File: src/rtl/filter_stream_master.sv
// Streams one frame of pixels from a source memory to a filter and writes the
// filtered results back in order, with a two-entry skid buffer on the pixel path.
module filter_stream_master #(
  parameter int ADDR_W = 20,
  parameter int DIM_W  = 10
) (
  input  logic              i_clk,
  input  logic              i_rst,
  input  logic              i_start,
  input  logic [DIM_W-1:0]  i_width,
  input  logic [DIM_W-1:0]  i_height,
  output logic              o_mem_rd,
  output logic [ADDR_W-1:0] o_mem_addr,
  input  logic [23:0]       i_mem_data,
  output logic              o_rgb_vld,
  output logic [24:0]       o_rgb_data,
  input  logic              i_rgb_busy,
  input  logic              i_result_vld,
  input  logic [23:0]       i_result_data,
  output logic              o_result_busy,
  output logic              o_wr_en,
  output logic [ADDR_W-1:0] o_wr_addr,
  output logic [23:0]       o_wr_data,
  output logic              o_active,
  output logic              o_done
);

  localparam int CW = ADDR_W + 1;

  typedef enum logic [1:0] {S_IDLE, S_RUN, S_DONE} state_t;

  state_t              r_state;
  state_t              w_state_next;
  logic [2*DIM_W-1:0]  w_prod;
  logic [CW-1:0]       w_start_n;
  logic [CW-1:0]       r_n;
  logic [CW-1:0]       r_rd_cnt;
  logic [CW-1:0]       r_tx_cnt;
  logic [CW-1:0]       r_rx_cnt;

  logic                r_dv;
  logic                r_dv_last;
  logic                r_out_vld;
  logic [24:0]         r_out_data;
  logic                r_skid_vld;
  logic [24:0]         r_skid_data;
  logic [24:0]         w_in;

  logic                r_wr_en;
  logic [ADDR_W-1:0]   r_wr_addr;
  logic [23:0]         r_wr_data;

  logic                w_accept;
  logic                w_xfer;
  logic                w_rx;
  logic                w_rd_raw;
  logic                w_rd_last;
  logic [1:0]          w_occ;

  assign w_prod    = {{DIM_W{1'b0}}, i_width} * {{DIM_W{1'b0}}, i_height};
  assign w_start_n = CW'(w_prod);
  assign w_accept  = (r_state == S_IDLE) && i_start;
  assign w_xfer    = r_out_vld && !i_rgb_busy;
  assign w_rx      = i_result_vld && !o_result_busy;
  assign w_in      = {r_dv_last, i_mem_data};

  // Entries held after this edge: output reg + skid + read whose data arrives now.
  assign w_occ = {1'b0, r_out_vld} + {1'b0, r_skid_vld} + {1'b0, r_dv} - {1'b0, w_xfer};

  assign o_mem_rd   = w_rd_raw && !i_rst;
  assign o_rgb_vld  = r_out_vld;
  assign o_rgb_data = r_out_data;
  assign o_wr_en    = r_wr_en;
  assign o_wr_addr  = r_wr_addr;
  assign o_wr_data  = r_wr_data;

  always_ff @(posedge i_clk) begin
    if (i_rst) begin
      r_state <= S_IDLE;
    end else begin
      r_state <= w_state_next;
    end
  end

  always_comb begin
    w_state_next = r_state;
    case (r_state)
      S_IDLE: begin
        if (i_start) begin
          w_state_next = (w_start_n == '0) ? S_DONE : S_RUN;
        end
      end
      S_RUN: begin
        if ((r_tx_cnt == r_n) && (r_rx_cnt == r_n)) begin
          w_state_next = S_DONE;
        end
      end
      S_DONE:  w_state_next = S_IDLE;
      default: w_state_next = S_IDLE;
    endcase
  end

  // The first read is issued from IDLE so the first pixel appears two cycles after start.
  always_comb begin
    o_active      = 1'b0;
    o_done        = 1'b0;
    o_result_busy = 1'b1;
    o_mem_addr    = '0;
    w_rd_raw      = 1'b0;
    w_rd_last     = 1'b0;
    case (r_state)
      S_IDLE: begin
        w_rd_raw  = i_start && (w_start_n != '0);
        w_rd_last = (w_start_n == CW'(1));
      end
      S_RUN: begin
        o_active      = 1'b1;
        o_result_busy = !(r_rx_cnt < r_n);
        w_rd_raw      = (r_rd_cnt < r_n) && (w_occ < 2'd2);
        w_rd_last     = (r_rd_cnt == r_n - CW'(1));
        o_mem_addr    = r_rd_cnt[ADDR_W-1:0];
      end
      S_DONE: begin
        o_active = 1'b1;
        o_done   = 1'b1;
      end
      default: begin
        o_active = 1'b0;
      end
    endcase
  end

  always_ff @(posedge i_clk) begin
    if (i_rst) begin
      r_n      <= '0;
      r_rd_cnt <= '0;
      r_tx_cnt <= '0;
      r_rx_cnt <= '0;
    end else begin
      if (w_accept) begin
        r_n      <= w_start_n;
        r_rd_cnt <= o_mem_rd ? CW'(1) : '0;
        r_tx_cnt <= '0;
        r_rx_cnt <= '0;
      end else begin
        if (o_mem_rd) begin
          r_rd_cnt <= r_rd_cnt + CW'(1);
        end
        if (w_xfer) begin
          r_tx_cnt <= r_tx_cnt + CW'(1);
        end
        if (w_rx) begin
          r_rx_cnt <= r_rx_cnt + CW'(1);
        end
      end
    end
  end

  always_ff @(posedge i_clk) begin
    if (i_rst) begin
      r_dv        <= 1'b0;
      r_dv_last   <= 1'b0;
      r_out_vld   <= 1'b0;
      r_out_data  <= '0;
      r_skid_vld  <= 1'b0;
      r_skid_data <= '0;
    end else begin
      r_dv      <= o_mem_rd;
      r_dv_last <= o_mem_rd && w_rd_last;
      if (!r_out_vld || w_xfer) begin
        if (r_skid_vld) begin
          r_out_vld   <= 1'b1;
          r_out_data  <= r_skid_data;
          r_skid_vld  <= r_dv;
          r_skid_data <= w_in;
        end else begin
          r_out_vld <= r_dv;
          if (r_dv) begin
            r_out_data <= w_in;
          end
        end
      end else if (r_dv) begin
        // Output is stalled; the returning read parks in the skid entry.
        r_skid_vld  <= 1'b1;
        r_skid_data <= w_in;
      end
    end
  end

  always_ff @(posedge i_clk) begin
    if (i_rst) begin
      r_wr_en   <= 1'b0;
      r_wr_addr <= '0;
      r_wr_data <= '0;
    end else begin
      r_wr_en <= w_rx;
      if (w_rx) begin
        r_wr_addr <= r_rx_cnt[ADDR_W-1:0];
        r_wr_data <= i_result_data;
      end
    end
  end

endmodule

File: config.mk
export PLATFORM = sky130hd
export DESIGN_NAME = filter_stream_master
export DESIGN_NICKNAME = d
export VERILOG_FILES = /design/src/rtl/filter_stream_master.sv
export SDC_FILE = /design/constraint.sdc
export NUM_CORES = 1
export LEC_CHECK = 0
export CAP_MARGIN = 10
export CORE_ASPECT_RATIO = 0.5
export CORE_MARGIN = 2
export CORE_UTILIZATION = 51
export CTS_CLUSTER_DIAMETER = 50
export CTS_CLUSTER_SIZE = 20
export DETAILED_ROUTE_END_ITERATION = 12
export PLACE_DENSITY_LB_ADDON = 0.15
export SYNTH_ARGS = -nofsm -noshare
export SYNTH_HDL_FRONTEND = slang
export SYNTH_SLANG_ARGS = --single-unit
File: constraint.sdc
create_clock -name i_clk -period 9.3 [get_ports i_clk]
set_input_delay 1.86 -clock i_clk [delete_from_list [all_inputs] [get_ports i_clk]]
set_output_delay 1.86 -clock i_clk [all_outputs]
set_load 0.02 [all_outputs]
Yosys cells after proc, flatten, opt, wreduce, memory -nomap -nowiden
Cells that the tools add are included.
- output and inout bits: 95
- logic and storage cells: 80
- bits in registers: 184
- input bits: 73
- eq/ne operators: 9
- magnitude comparators: 3
- reductions and logical operators: 25
- muxes and demuxes: 21
- $add $sub $neg: 7
- multipliers: 1
- operators with widths (kind ; count):
    25-bit two-way mux ; 4
    21-bit by 1-bit adder with 21-bit output (second input constant) ; 3
    21-bit by 20-bit equality test with 1-bit output ; 2
    21-bit by 20-bit < comparator with 1-bit output ; 2
    21-bit two-way mux ; 2
    21-bit equality test ; 1
    21-bit zero test ; 1
    21-bit nonzero test ; 1
    20-bit by 1-bit subtractor with 21-bit output (second input constant) ; 1
    20-bit by 1-bit equality test with 1-bit output (second input constant) ; 1
    10-bit by 10-bit multiplier with 20-bit output ; 1
    20-bit two-way mux ; 1
    1-bit logical AND ; 8
    1-bit two-way mux ; 8
    2-bit two-way mux ; 3
    2-bit inequality test (second input constant) ; 3
    2-bit AND reduction ; 3
    2-bit nonzero test ; 3
    1-bit zero test ; 5
    1-bit case mux with 2 select lines ; 2
    2-bit case mux with 2 select lines ; 1
    2-bit OR reduction ; 2
    1-bit by 1-bit adder with 2-bit output ; 1
    2-bit by 1-bit adder with 2-bit output ; 1
    other kinds (6) ; 6

Depth between registers and ports, before layout
Gate-level depths: netlist of run 1.
- depth in word-level cells: 9
- gate-level depth with buffers: 23
- mapped depth without buffers: 21

Worst setup path before layout of run 1
OpenSTA, ideal clock, no wires.
- path type: input to output
- start: input port i_width[0]
- end: output port o_mem_rd
- path slack: 360 ps
- stages: 20
- buffers on the path: 2
- data required time: 7440 ps
- data arrival time: 7080 ps
- cells stage by stage: clkbuf_1 > nand2_1 > fa_1 > fa_1 > inv_1 > fa_1 > fa_1 > inv_1 > fa_1 > inv_1 > ha_1 > and3_1 > and2_1 > a2111oi_4 > nor4b_2 > o31ai_1 > nor4_4 > a21boi_2 > or2_1 > buf_6
- word-level cells in the longest chain between the ends: 5
- ends and longest elaborated chain (what ; RTL line ; RTL):
    from (decl) ; 10 ; input logic [DIM_W-1:0] i_width,
    10-bit by 10-bit multiplier with 20-bit output ; 60 ; assign w_prod = {{DIM_W{1'b0}}, i_width} * {{DIM_W{1'b0}}, i_height};
    21-bit nonzero test ; 113 ; w_rd_raw = i_start && (w_start_n != '0);
    1-bit logical AND ; 113 ;
    1-bit case mux with 2 select lines ; 111 ; case (r_state)
    1-bit logical AND ; 70 ; assign o_mem_rd = w_rd_raw && !i_rst;
    to (decl) ; 12 ; output logic o_mem_rd,
No other way between the ends.

Final worst setup path of run 1
- start: input port i_width[3]
- end: output port o_mem_rd
Same word-level chain as after synthesis.

==> metrics.txt, run 1 <==
commonest non-fill, non-tap cell in the layout nand2_1; Relative slew margins 0.250; Mean Syn Cell Area around 8.3 µm²; Setup TNS Final 0 ns; Clock Sink Count 184; CTS H-tree lvls 4; CTS buffer count 17; Async S/R FF share, synth 0; Die ar. between 20000 and 30000 µm²; maximum clock rate ~110 MHz; Final ANT Viol Nets 0; Gate Count Post-Synth 1558; final WL 34.7 mm; Die Y about 120 µm; post-synth top area share 0.286; Clock Path Buffers 2; number of global-route vias before repair 11251; # hold bufs at CTS 0; met1 Track Usage GR 0.334; initial antenna violation count 0; Yosys Warn Count 0; status finished clean; clock root cell clkbuf_16; met3 usage 0.0386; diode count 0; Layout area overhead 25.6%; met2 usage 0.456; largest net degree at the start of global routing 101; GRT Overall Usage 0.262; design area around 16000 µm²; Pre-antenna DRT Iters 7; critical path, cell by cell clkdlybuf4s15_1 > nand2_1 > fa_1 > inv_1 > fa_1 > ha_4 > fa_1 > inv_1 > fa_1 > inv_1 > ha_1 > a21o_1 > a221o_2 > a2111oi_4 > nor4b_4 > o31ai_4 > nor4_4 > a21boi_2 > or2_1 > buf_6; share of cells above drive strength 1 0.105; P_leak 6.73 nW; Final #Nets 2001; max-cap viol count 0; Post-synth EDFFs 0; die width 229 µm; Final Slew Violations 0; final hold viol count 0; busiest grt layer met2; Residual DRC 0; Worst setup SP type input pin; Via-to-Cell Ratio about 5.5; fin crit share 0.975; main area contributors after synthesis dfxtp_1, ha_1, fa_1; cell area power density 245 nW/µm²; dpl cell area 15400 µm²; GPL Wtd Cong 0.921; Hold/Removal Path Class reg2reg; first-pass GRT wire length 56.6 mm; CP Capture Type output pin; crit-path max FO 6; IO buf count 167; routed via count 11636; CTS tree done; critical path arrival roughly 7 ns; Setup CP Type in2out; Core Footprint 25000 µm²; Starting Density 0.515; Slowest-stage cell, CP fa_1; sequential area share after synthesis 0.286; Worst Max-Slew Pin Slew approximately 1.1 ns; Setup Skew 0.0141 ns; final core occ 0.647; top_reg_cell synth dfxtp_1; DR WL/cell 16.4 µm; Synth area leader dfxtp_1; Peak VDD IR between 0.00015 and 0.0002 V; Req. time, crit path approximately 7.4 ns; max incr delay on CP 0.56 ns; final setup violation count 0; crit path time final 9.07 ns; cell area after synthesis about 13000 µm²; synth unique cells 75; worst skew pair latency 0.44 ns; most used cell, CP fa_1; Reg clk slew, reported paths 0.07 ns; post-synthesis register bit count between 150 and 200; violation count after the first detailed-route iteration 688; num rows 41; post-synthesis net count 1797; DP Wirelength about 26 mm; total gr overflow 0; Ports 168; commonest cells after routing, fill and taps aside nand2_1, dfxtp_1, clkdlybuf4s50_1
[sequential cells by signal, indices dropped and copies added (netlist names), 2 cells and up]
register	cells
r_state	2
o_rgb_data	25
r_tx_cnt	21
o_wr_addr	20
r_rd_cnt	21
r_n	20
o_wr_data	24
r_skid_data	25
r_rx_cnt	21
[worst max-delay path, delay by kind of cell]
| family | cells | cell delay [ns] |
|---|---|---|
| AOI/OAI and AO/OA | 5 | 1.17 |
| adders and majority gates | 6 | 2.67 |
| buffers and inverters | 5 | 0.57 |
| and+or+nand+nor | 4 | 0.92 |
[per-layer routing]
layer  vias to the layer above  routed length, µm
met3                        71               1790
met5                         -                  0
li1                       5711                  -
met4                         0                963
met2                       325              16600
met1                      5529              15400
[power breakdown]
part | switching, W | internal, W | total, W
Combinational | 0.00117 | 0.00112 | 0.00229
Sequential | 0.0000754 | 0.000846 | 0.000922
Clock | 0.000363 | 0.000391 | 0.000755
Total | 0.00161 | 0.00236 | 0.00397
[path summary, 6_finish.rpt]
kind	startpoint	endpoint	slack, ns	cells past startpoint
min reg2reg	o_wr_data[23]	o_wr_data[23]	0.45	2
max reg2reg	r_n[1]	r_rx_cnt[8]	5.51	11
max	i_width[3]	o_mem_rd	0.23	20
min	o_wr_data[23]	o_wr_data[23]	0.45	2
[per-stage QoR]
stage	cells	setup WS (ns)	power (W)	hold WS, ns
floorplan	1558	0.360	0.00221	0.432
finish	2119	0.233	0.00397	0.454
CTS	2115	0.00571	0.00389	0.455
global route	2119	-0.0134	0.00429	0.470
detailed placement	2082	-0.617	0.00305	0.445
global placement	2082	-0.525	0.00303	0.437
[cell type report]
cell class / count / area, µm²
Multi-Input combinational cell: 1195 / 8650
Inverter: 96 / 360
Clock buffer: 17 / 425
Tap cell: 344 / 430
Fill cell: 2168 / 8820
Sequential cell: 184 / 3680
Clock inverter: 15 / 201
Timing Repair Buffer: 268 / 2410
[synth_stat cells, types with 3 or more instances]
library cell / number
o31ai_1: 9
nor4_1: 11
clkbuf_1: 74
nand2b_1: 4
o22ai_1: 3
nand4_1: 20
a21oi_1: 133
o41ai_1: 3
o21a_1: 5
dfxtp_1: 184
nor2_1: 99
or2_2: 5
a32oi_1: 3
and3_1: 19
and2_1: 96
inv_1: 96
xor2_1: 50
nor3b_1: 5
a21o_1: 10
nand2_1: 273
a211oi_1: 31
a31o_2: 4
o21ai_0: 33
a41oi_1: 4
o211ai_1: 15
xnor2_1: 35
nor3_1: 11
or3_1: 18
mux2i_1: 38
fa_1: 62
buf_1: 4
a22oi_1: 3
a31oi_1: 5
or4_1: 11
nand3_1: 26
ha_1: 104
nor2b_1: 8
[logic make-up after synthesis]
family | after synthesis | share of synthesized area
compound gates | 285 | 0.141
flops | 184 | 0.286
mux | 39 | 0.0304
buf+inv | 179 | 0.0538
fa+ha+maj | 166 | 0.197
xor+xnor | 85 | 0.0578
simple gates | 620 | 0.233
[what timing repair did]
item,CTS,global route
setup endpoints to repair,1,1
hold endpoints to repair,0,0
buffers inserted,1,4
pin swaps,15,16
resized for setup,29,30
gates cloned,0,0
(Power assumes the default switching activity.)
==> run 2: changes to the inputs <==
- CAP_MARGIN: 10 -> 5
==> results of run 2 <==
The final DEF is identical to that of run 1; final timing and power are the same.
==> run 3: changes to the inputs <==
- CORE_UTILIZATION: 51 -> 30
==> run 3 against run 2 <==
Compared with the run above: combinational power is essentially flat; register-to-register slack gained 0.13 ns; power shrank 0.18%; clock-buffer cell count grew 1; sequential share of layout area shrank 0.31 points; setup slack lost 0.025 ns; global-route usage shrank 9.8 points; critical path type unchanged.
==> metrics.txt, run 3 (synthesis results as in run 1) <==
status finished clean; commonest non-fill, non-tap cell in the layout nand2_1; Worst setup SP type input pin; Hold/Removal Path Class reg2reg; # fillers 4430 (+100%); switching portion of total power 0.399 (-0.00654); Worst Max-Slew Pin Slew 1.02 ns (-0.0989 ns); Die Y 150 µm (+29%); Ports 168 (unchanged); total chip power 0.00396 W (-0.18%); Setup CP Type in2out; P_leak 6.70 nW (-0.37%); pre-CTS WS -0.810 ns (-0.194 ns); GPL Wtd Cong 0.860 (-6.7%); Reg clk slew, reported paths 0.07 ns (about the same); largest net degree at the start of global routing 77 (-24%); Die ar. 44700 µm² (+68%); critical path, cell by cell clkdlybuf4s15_1 > buf_6 > nand2_1 > fa_1 > inv_1 > fa_1 > fa_1 > fa_1 > inv_1 > fa_1 > inv_1 > ha_1 > and3_4 > and2_4 > a2111oi_4 > nor4b_4 > o31ai_1 > buf_4 > nor4_4 > a21boi_2 > or2_4 > buf_6; first-pass GRT wire length 58.7 mm (+3.6%); Gate power share 0.578 (about the same); FF-to-FF path depth 12 (+1); CP Capture Type output pin; placed cell count 2320 (+11%); max-cap viol count 0 (unchanged); maximum clock rate 110 MHz (-0.28%); CTS tree done; routed via count 11164 (-4.1%); Via-to-Cell Ratio 4.74 (-14%); commonest cells after routing, fill and taps aside nand2_1, dfxtp_1, clkdlybuf4s50_1; Clock Path Buffers 2 (unchanged); max incr delay on CP 0.55 ns (about the same); most used cell, CP fa_1; design area 16400 µm² (+1.4%); R2R Setup Slk 5.64 ns (+0.13 ns); Setup Skew 0.00946 ns (-0.00462 ns); Layout area overhead 27.3%; total gr overflow 0 (unchanged); share of cells above drive strength 1 0.105 (-0.000740); Starting Density 0.305 (-0.210); Hold Path Depth 2 (unchanged); Relative slew margins 0.317 (+0.0670); crit path time final 9.09 ns (+0.0253 ns); Residual DRC 0 (unchanged); initial antenna violation count 0 (unchanged); fin crit share 0.978 (+0.00272); Final #Nets 2006 (+0.25%); final std cells w/o fill 2356 (+11%); Req. time, crit path 7.44 ns (about the same); final setup violation count 0 (unchanged); hold_sp r_skid_data[0]; # hold bufs at CTS 0 (unchanged); cell area power density 242 nW/µm² (-1.6%); Clock Sink Count 184 (unchanged); die width 297 µm (+30%); Peak VDD IR 0.000139 V (-14%); Clk network pwr share 0.190 (about the same); Cell Int Power 0.00238 W (+0.92%); Psw 0.00158 W (-1.8%); final hold viol count 0 (unchanged); Slowest-stage cell, CP fa_1; Worst R2R End r_rx_cnt[8]; crit-path max FO 5 (-1); Core Footprint 42200 µm² (+69%); PnR worst setup slack 0.208 ns (-0.0253 ns); dpl cell area 15700 µm² (+2.2%); violation count after the first detailed-route iteration 494 (-28%); num rows 53 (+29%); part of the power in registers 0.233 (about the same); worst r2r src r_n[1]; DR WL/cell 15.6 µm (-4.6%); Final Slew Violations 0 (unchanged); CTS buffer count 17 (unchanged); Pre-antenna DRT Iters 5 (-2); CTS H-tree lvls 4 (unchanged); GRT Overall Usage 0.165 (-0.0975); sink of the worst hold path r_skid_data[0]; critical path arrival 7.23 ns (+0.02 ns); worst skew pair latency 0.45 ns (about the same); clock root cell clkbuf_16; number of global-route vias before repair 10672 (-5.1%); Final ANT Viol Nets 0 (unchanged); DP Wirelength 28.0 mm (+7.0%); IO buf count 167 (unchanged); final WL 36.9 mm (+6.1%)
==> run 3: cell count changes in the layout (fill, tap and decap cells not counted), sizes merged, moves of 3 or more <==
cell           before  now
buf               103  109
clkdlybuf4s15       1    7
clkinv              6    1
dlygate4sd2         9    6
dlymetal6s2s        4    1
==> run 3: area by class of cell <==
cell class / count / area [µm²] / area share
Antenna cell: 1 / 2.50 / 0.000153
Timing Repair Buffer: 273 / 2440 / 0.149
Tap cell: 577 / 722 / 0.0440
Clock inverter: 12 / 159 / 0.00969
Sequential cell: 184 / 3680 / 0.225
Inverter: 96 / 360 / 0.0220
Multi-Input combinational cell: 1195 / 8600 / 0.524
Clock buffer: 18 / 429 / 0.0262
==> run 3: how the worst max path moves through the flow <==
stage,start,endpoint,depth (start not counted)
3_5_place_dp,i_height[3],o_mem_rd,21
4_1_cts,i_width[3],o_mem_rd,23
6_report,i_height[1],o_mem_rd,22
3_3_place_gp,i_height[3],o_mem_rd,21
5_1_grt,i_width[3],o_mem_rd,23
2_1_floorplan,i_width[0],o_mem_rd,20
==> run 3: per-layer routing <==
layer | vias up | wire length (µm) | global-route usage
met5 | - | 0 | 0
li1 | 5710 | - | -
met1 | 5289 | 18100 | 0.222
met2 | 145 | 17300 | 0.277
met3 | 20 | 1110 | 0.0267
met4 | 0 | 324 | 0.0391
==> run 3: metrics by stage <==
stage | TNS [ns] | utilization | hold WS (ns)
floorplan | 0 | - | 0.432
global placement | -0.737 | 0.372 | 0.438
detailed placement | -0.810 | 0.372 | 0.444
CTS | 0 | 0.388 | 0.454
global route | -0.0524 | 0.389 | 0.463
finish | 0 | 0.389 | 0.451
==> run 3: critical path: cells and delay by family <==
kind	cells	cell delay, ns
simple gates	6	1.16
buf+inv	7	0.77
fa+ha+maj	6	2.85
compound gates	3	0.59
==> run 3: repair_timing <==
action,4_1_cts,5_1_grt
endpoints found under the setup margin,1,1
gates cloned,1,0
pin swaps,11,11
buffers inserted,2,2
resized for setup,40,22
==> run 3: power by group through the flow <==
| stage | registers, W | clock network (W) | logic, W |
|---|---|---|---|
| 3_3_place_gp | 0.000938 | 0 | 0.00219 |
| 6_report | 0.000922 | 0.000751 | 0.00229 |
| 2_1_floorplan | 0.000935 | 0 | 0.00128 |
| 3_5_place_dp | 0.000940 | 0 | 0.00217 |
| 4_1_cts | 0.000922 | 0.000777 | 0.00224 |
| 5_1_grt | 0.000930 | 0.000804 | 0.00255 |
==> edit: new RTL, settings of run 2 <==
Add an input register stage for `i_result_data`, with the module's reset; this delays it by one clock. The other inputs are not delayed to match.
--- a/src/rtl/filter_stream_master.sv
+++ b/src/rtl/filter_stream_master.sv
@@ -31,2 +31,12 @@
 
+  logic [23:0] i_result_data_q;
+
+  always_ff @(posedge i_clk) begin
+    if (i_rst) begin
+      i_result_data_q <= '0;
+    end else begin
+      i_result_data_q <= i_result_data;
+    end
+  end
+
   state_t              r_state;
@@ -198,3 +208,3 @@
         r_wr_addr <= r_rx_cnt[ADDR_W-1:0];
-        r_wr_data <= i_result_data;
+        r_wr_data <= i_result_data_q;
       end
Check against the original RTL: not equivalent (Yosys sat finds a counterexample within 4 cycles, from zero or initial values and one cycle with i_rst high).
==> edit against run 2 <==
Clock skew rose by 0.020 ns. Largest cell class unchanged. Area after synthesis rose by 3.6%. Worst setup slack lost 0.083 ns. Total power grew 2.9%. Combinational power hardly changed. Final area is 3.0% higher. Routed wire length shrank 1.1%. Synthesized cell count shrank 1.5%. Sequential cell count increased by 24. Die area up 3.5%. Sequential share of layout area increased by 2.2 points. Clock power fell by 1%. Register-to-register slack gained 0.16 ns. Highest routed layer is now met5.
==> edit: results (changes against run 2) <==
metric	value	unit	change
run status	finished clean		unchanged
mux cell area share after synthesis	5.25	%	was 3.04%
initial antenna violation count	1		was 0
DR WL met2	15900	um	was 16,600 um
critical path fanouts, max	3		was 6
final net count	1984		was 2,001
post-synthesis net count	1774		was 1,797
Non-clk invs	98		was 96
weighted congestion at the end of routability-driven global placement	0.906		was 0.921
switching power of the nets	0.00161	W	about the same
commonest cells in the synthesized netlist	208 x sky130_fd_sc_hd__dfxtp_1, 172 x sky130_fd_sc_hd__nor2_1, 160 x sky130_fd_sc_hd__nand2_1, 104 x sky130_fd_sc_hd__ha_1, 98 x sky130_fd_sc_hd__inv_1		was 273 x sky130_fd_sc_hd__nand2_1, 184 x sky130_fd_sc_hd__dfxtp_1, 133 x sky130_fd_sc_hd__a21oi_1, 104 x sky130_fd_sc_hd__ha_1, 99 x sky130_fd_sc_hd__nor2_1
synthesized-area fraction occupied by ao, oa, aoi and oai cells	10.5	%	was 14.1%
multi-input logic portion of the cell area	52.5	%	was 53.5%
latest clock arrival within the worst-skew pair	0.52	ns	was 0.44 ns
number of buffers on the longest clock path	3		was 2
Post-Route WL	34300	um	was 34,700 um
layout multi-input combinational cell count	1151		was 1,195
met3 track utilization from global routing	4.32	%	was 3.86%
Buffers, non-clock	269		was 268
data-path buffer share of cell area in the final layout	14.4	%	was 14.9%
library cells used by synthesis	64		was 75
fraction of the mapped netlist area in adder cells	19.1	%	was 19.7%
clock-cell share of area	3.27	%	was 3.88%
first-pass GRT wire length	56000	um	was 56,600 um
xor/xnor cell area share of the yosys netlist	7.62	%	was 5.78%
leakage power figure	7.21	nW	was 6.73 nW
biggest cell delay along the critical path	0.53	ns	was 0.56 ns
detailed-routed wire length on met3	1620	um	was 1790 um
highest signal layer in the routed design	met5		was met4
number of filler cells placed in the layout	2151		was 2,168
share of layout cells above drive strength 1	11.0	%	was 10.5%
H-tree levels	1		was 4
worst-case clock skew	0.0339	ns	was 0.0141 ns
total of clock buffers placed in the layout	18		was 17
part of the Yosys area used for sequential elements	31.2	%	was 28.6%
IR drop worst, VDD	0.000180	V	was 0.000160 V
worst setup slack before clock tree synthesis	-0.841	ns	was -0.617 ns
Clock Root Buffer	sky130_fd_sc_hd__clkbuf_16		unchanged
Num Clock Sinks	208		was 184
slew at the pin closest to its max-slew limit	0.980	ns	was 1.12 ns
initial DRC count	714		was 688
global routing met2 resource utilization	41.1	%	was 45.6%
GRT met1 Usage	33.8	%	was 33.4%
TritonRoute pass-1 iters	5		was 7
Global Route Usage Sum	24.8	%	was 26.2%
DPL Wire Length	26300	um	was 26,200 um
## edit: path summary, 6_finish.rpt
check             startpoint              end  slack, ns  cells after the start
max reg2reg          r_n[10]     r_rd_cnt[18]       5.67                     12
min          r_skid_data[11]  r_skid_data[11]       0.45                      2
min reg2reg  r_skid_data[11]  r_skid_data[11]       0.45                      2
max              i_height[3]         o_mem_rd       0.15                     23
## edit: through the flow
step           instances  total power (W)  area, um^2
4_1_cts             2088          0.00386       16500
6_report            2096          0.00408       16700
3_3_place_gp        2060          0.00303       15800
2_1_floorplan       1535          0.00226       13300
5_1_grt             2096          0.00437       16700
3_5_place_dp        2060          0.00305       15800
## edit: power groups by stage
| stage | logic [W] | registers, W | clock network [W] |
|---|---|---|---|
| after floorplan | 0.00122 | 0.00104 | 0 |
| after global placement | 0.00197 | 0.00106 | 0 |
| after detailed placement | 0.00199 | 0.00106 | 0 |
| after CTS | 0.00206 | 0.00104 | 0.000760 |
| after global routing | 0.00252 | 0.00105 | 0.000792 |
| final | 0.00229 | 0.00104 | 0.000745 |
